==> src/rtl/gmii_rx_fcs_check.sv <==
// GMII receive front end: strips preamble/SFD, checks the Ethernet FCS and
// removes the 4 FCS bytes through a delay line, reporting status per frame.
module gmii_rx_fcs_check #(
    parameter int unsigned MIN_LEN = 60,
    parameter int unsigned MAX_LEN = 1514
) (
    input  logic        e_rxc,
    input  logic        reset_n,
    input  logic        gmii_rxdv,
    input  logic        gmii_rxer,
    input  logic [7:0]  gmii_rxd,
    output logic        rx_dv,
    output logic [7:0]  rx_d,
    output logic        rx_sof,
    output logic        rx_done,
    output logic        rx_ok,
    output logic [2:0]  rx_err,
    output logic [10:0] rx_len,
    output logic [15:0] good_cnt,
    output logic [15:0] bad_cnt
);

    localparam int unsigned CNT_W   = 12;
    localparam int unsigned LEN_W   = 11;
    localparam logic [31:0] CRC_POLY    = 32'hEDB88320;
    localparam logic [31:0] CRC_RESIDUE = 32'hDEBB20E3;

    typedef enum logic [2:0] {WAIT_IDLE, IDLE, PREAMBLE, DATA, DROP} state_t;

    state_t             state;
    logic               rxdv_r, rxer_r, pin_vld;
    logic [7:0]         rxd_r;
    logic [31:0]        crc;
    logic [CNT_W-1:0]   cnt;
    logic [LEN_W-1:0]   emit_cnt;
    logic [2:0]         err;
    logic [3:0][7:0]    dly;
    logic               first;
    logic [2:0]         done_err;

    // Reflected CRC-32, LSB first, no final inversion (residue check).
    function automatic logic [31:0] crc_byte(input logic [31:0] c, input logic [7:0] d);
        logic [31:0] r;
        r = c;
        for (int i = 0; i < 8; i++) begin
            if (r[0] ^ d[i]) r = (r >> 1) ^ CRC_POLY;
            else             r = r >> 1;
        end
        return r;
    endfunction

    always_comb begin
        done_err    = err;
        done_err[0] = (crc != CRC_RESIDUE);
        done_err[2] = err[2] | (emit_cnt < LEN_W'(MIN_LEN));
    end

    always_ff @(posedge e_rxc) begin
        if (!reset_n) begin
            state    <= WAIT_IDLE;
            rxdv_r   <= 1'b0;
            rxer_r   <= 1'b0;
            rxd_r    <= 8'd0;
            pin_vld  <= 1'b0;
            crc      <= 32'hFFFFFFFF;
            cnt      <= '0;
            emit_cnt <= '0;
            err      <= 3'd0;
            dly      <= '0;
            first    <= 1'b0;
            rx_dv    <= 1'b0;
            rx_d     <= 8'd0;
            rx_sof   <= 1'b0;
            rx_done  <= 1'b0;
            rx_ok    <= 1'b0;
            rx_err   <= 3'd0;
            rx_len   <= '0;
            good_cnt <= 16'd0;
            bad_cnt  <= 16'd0;
        end else begin
            rxdv_r  <= gmii_rxdv;
            rxer_r  <= gmii_rxer;
            rxd_r   <= gmii_rxd;
            pin_vld <= 1'b1;
            rx_dv   <= 1'b0;
            rx_sof  <= 1'b0;
            rx_done <= 1'b0;
            rx_ok   <= 1'b0;
            rx_err  <= 3'd0;
            rx_len  <= '0;

            // Counters follow the registered done strobe, one cycle later.
            if (rx_done) begin
                if (rx_ok) good_cnt <= good_cnt + 16'd1;
                else       bad_cnt  <= bad_cnt + 16'd1;
            end

            case (state)
                // pin_vld keeps the reset value of rxdv_r from counting as idle.
                WAIT_IDLE: if (pin_vld && !rxdv_r) state <= IDLE;
                IDLE: begin
                    if (rxdv_r) state <= (rxd_r == 8'h55) ? PREAMBLE : DROP;
                end
                PREAMBLE: begin
                    if (!rxdv_r) begin
                        state <= IDLE;
                    end else if (rxd_r == 8'hD5) begin
                        state    <= DATA;
                        crc      <= 32'hFFFFFFFF;
                        cnt      <= '0;
                        emit_cnt <= '0;
                        err      <= 3'd0;
                        dly      <= '0;
                        first    <= 1'b1;
                    end else if (rxd_r != 8'h55) begin
                        state <= DROP;
                    end
                end
                DATA: begin
                    if (rxdv_r) begin
                        crc <= crc_byte(crc, rxd_r);
                        dly <= {dly[2:0], rxd_r};
                        if (cnt != {CNT_W{1'b1}}) cnt <= cnt + CNT_W'(1);
                        if (rxer_r) err[1] <= 1'b1;
                        // Delay line full: the oldest byte leaves as payload.
                        if (cnt >= CNT_W'(4)) begin
                            if (emit_cnt < LEN_W'(MAX_LEN)) begin
                                rx_dv    <= 1'b1;
                                rx_d     <= dly[3];
                                rx_sof   <= first;
                                first    <= 1'b0;
                                emit_cnt <= emit_cnt + LEN_W'(1);
                            end else begin
                                err[2] <= 1'b1;
                            end
                        end
                    end else begin
                        state   <= IDLE;
                        rx_done <= 1'b1;
                        rx_err  <= done_err;
                        rx_ok   <= (done_err == 3'd0);
                        rx_len  <= emit_cnt;
                    end
                end
                DROP:    if (!rxdv_r) state <= IDLE;
                default: state <= WAIT_IDLE;
            endcase
        end
    end

endmodule

==> config.mk <==
export PLATFORM = sky130hd
export DESIGN_NAME = gmii_rx_fcs_check
export DESIGN_NICKNAME = d
export VERILOG_FILES = /design/src/rtl/gmii_rx_fcs_check.sv
export SDC_FILE = /design/constraint.sdc
export NUM_CORES = 1
export LEC_CHECK = 0
export CORE_UTILIZATION = 50
export CTS_CLUSTER_SIZE = 8
export DETAILED_ROUTE_END_ITERATION = 10
export PLACE_DENSITY = 0.71
export SYNTH_ARGS = -nofsm -noshare
export SYNTH_HDL_FRONTEND = slang
export SYNTH_SLANG_ARGS = --single-unit
==> constraint.sdc <==
create_clock -name e_rxc -period 4.56 [get_ports e_rxc]
set_input_delay 0.912 -clock e_rxc [delete_from_list [all_inputs] [get_ports e_rxc]]
set_output_delay 0.912 -clock e_rxc [all_outputs]
set_load 0.05 [all_outputs]
==> impl_metrics.ini <==
[sta]
min_period_ns = 2.88
finalSetupTns_ns = 0
max_freq_ghz = 0.348
maxSlewHeadroom_pct = 21.4
worst_slack_ns = 1.68
drv_slew = 0
tightest_slew_ns = 1.18
rsz0062_at_grt = no
setup_viol = 0
fin_crit_sh_pct = 63.1
hold_viol_final = 0
skew_ns = 0.00866

[worst_hold_path]
hp-class = flip-flop to flip-flop

[pwr]
pwr-share-comb_pct = 6.2
seqPwrFrac_pct = 45.2
internal_power_mw = 2.50
p_switching_mw = 0.695
cellLeakagePower_nw = 3.06
powerDensity_nw_per_um2 = 381
switching_share_pct = 21.8
clkPwrFrac_pct = 48.5
max-vdd-ir-drop_mv = 0.240

[clocking]
cts_hold_buf = 0
numCtsBuffers = 17
clock_latency_ns = 0.42
cts.path.max_buffers = 2
postCtsSetupRepairBufs = 0
cts_resized = 0
cts_tree = built
htreeDepth = 4
clkSlewWorstSetupHoldPaths_ns = 0.06
cts_root_buf = clkbuf_16
clkSinkCount = 162

[setup_path]
crit_type = flip-flop to flip-flop
critPathCaptureType = flip-flop
setup.worst_path.start_class = flip-flop
arrival_ns = 3.19
cp.required_ns = 4.88
r2r_slack_ns = 1.68
crit_fanout = 19

[routing]
routedWlPerCell_um = 14.7
drtPass1Iterations = 4
route.detailed.drc = 0
vias_per_cell = 5.47
ant_nets = 0
num_vias = 5447
routed_wl_um = 14600
first_iter_violations = 373

[global_route]
grt_pass1_wl_um = 24700
grt_max_degree = 78
grt_usage_pct = 21.5
grt_overflow = 0
antenna_found_initial = 0
grt_pass1_vias = 5102

[synth]
yosysMostFrequentCell = dfxtp_1
yosys-top-cells-count = 162 x dfxtp_1, 99 x nor2_1, 64 x nand2_1, 47 x xnor2_1, 47 x xor2_1
ys_seq_area_share_pct = 46.7
synth_async_sr_flop_share_pct = 0
ys.flop_type = dfxtp_1
synth-warning-count = 0
synth.avg_cell_area_um2 = 9.27
synth_seq_cells = 162
synth-edff-count = 0
synth_area_leaders = dfxtp_1 47%, xnor2_1 5.9%, xor2_1 5.9%, nor2_1 5.4%, a22oi_1 3.5%
synthCells = 749
netlist_area_um2 = 6940
synth_top_area_share_pct = 46.7
synth.largest_area_cell = dfxtp_1
synth_cell_types = 57
synth_fp_nets = 766

[die]
start_util_pct = 51.8
die-area_um2 = 14400
pin_count = 70
die_h_um = 120
die_w_um = 120
floorplan.core_area_um2 = 13400
fp-row-count = 42

[placed_design]
port_buffers = 69
pre_cts_slack_ns = 1.41
dp_hpwl_um = 9790
gp_congestion = 0.882
place_area_um2 = 7730

[cells_and_area]
area_delta_synth_final_pct = 20.7
antennaDiodeCount = 0
fin_area_um2 = 8380
fin_nets = 825
drive_gt1_share_pct = 7.44

[status]
outcome = finished clean

[job]
maxCapViolCount = 0
power groups by stage:
stage	Clock (mW)	Sequential [mW]	Combinational (mW)
after detailed placement	0	1.48	0.196
after global placement	0	1.48	0.192
after global routing	1.63	1.45	0.216
after CTS	1.57	1.44	0.198
after floorplan	0	1.47	0.163
final	1.55	1.45	0.199
through the flow:
step                power (mW)  hold WS [ns]  utilization, %  cells
detailed placement        1.67         0.447            57.7    965
global route              3.30         0.482            62.5    996
finish                    3.20         0.455            62.5    996
floorplan                 1.63         0.412               -    749
CTS                       3.22         0.457            62.5    996
global placement          1.67         0.442            57.7    965
flip-flops by register name, summed over array words and instances, names as in the netlist, 2 cells and up:
name and flops:
rx_len 11, cnt 12, rxd_r 8, emit_cnt 11, state 3, dly 32, rx_err 3, bad_cnt 16
rx_d 8, crc 32, good_cnt 16, err 2
metal layers:
| layer | up-vias | part of all wire (%) | GRT usage [%] |
|---|---|---|---|
| met5 | - | 0 | 0 |
| met4 | 0 | 1.8 | 8.98 |
| met3 | 26 | 3.9 | 4.71 |
| met2 | 138 | 48 | 34.8 |
| met1 | 2587 | 46 | 27.7 |
| li1 | 2696 | - | - |
cell type report:
cell class / instances / area, um^2
sequential: 162 / 3240
inverter: 12 / 45.0
fill: 1072 / 5020
clock buffer: 18 / 439
tap: 176 / 220
timing repair buffer: 76 / 743
clock inverter: 13 / 209
multi-input combinational: 539 / 3480
worst max-delay path, cell delays in order, from the launching register on:
cell and delay, ns:
dfxtp_1 0.66, nand3_1 0.57, a21oi_1 1.10, nor2_1 0.15, a32o_1 0.30
path summary, 6_finish.rpt:
kind	startpoint	to	depth (start not counted)
min reg2reg	dly[31]	rx_d[7]	2
max	state[0]	emit_cnt[10]	4
max reg2reg	state[0]	emit_cnt[10]	4
min	dly[31]	rx_d[7]	2
logic make-up after synthesis:
kind of cell               after synthesis  share of synthesized area (%)
DFF                                    162                           46.7
muxes                                    2                          0.288
AOI/OAI and AO/OA                      126                           11.8
buffers and inverters                   48                           3.26
and+or+nand+nor                        298                           21.1
adders and majority gates                5                          0.901
xor gates and xnor gates               108                           16.0
cells in the final DEF (no fill, tap or decap), types with 4 or more instances in the layout:
cell type | Yosys | layout
xnor2_4 | 4 | 4
o31ai_1 | 5 | 5
or3_1 | 8 | 8
nor4_1 | 4 | 4
ha_1 | 5 | 5
xnor2_1 | 47 | 47
inv_1 | 11 | 11
clkbuf_16 | 0 | 17
and2_1 | 24 | 24
xnor2_2 | 8 | 8
clkdlybuf4s50_1 | 0 | 69
xor2_1 | 47 | 47
o22ai_1 | 5 | 5
o211ai_1 | 16 | 16
nand3_1 | 31 | 31
o21ai_1 | 5 | 5
a21oi_1 | 34 | 34
a22oi_1 | 32 | 32
or4_1 | 5 | 5
nor3_1 | 19 | 19
buf_4 | 1 | 7
nand2_1 | 64 | 64
dfxtp_1 | 162 | 162
nor2_1 | 99 | 99
and3_1 | 13 | 13
nand4_1 | 10 | 10
o21ai_0 | 20 | 20
bufinv_16 | 0 | 5
No activity file was read; power rests on OpenSTA's default activity.
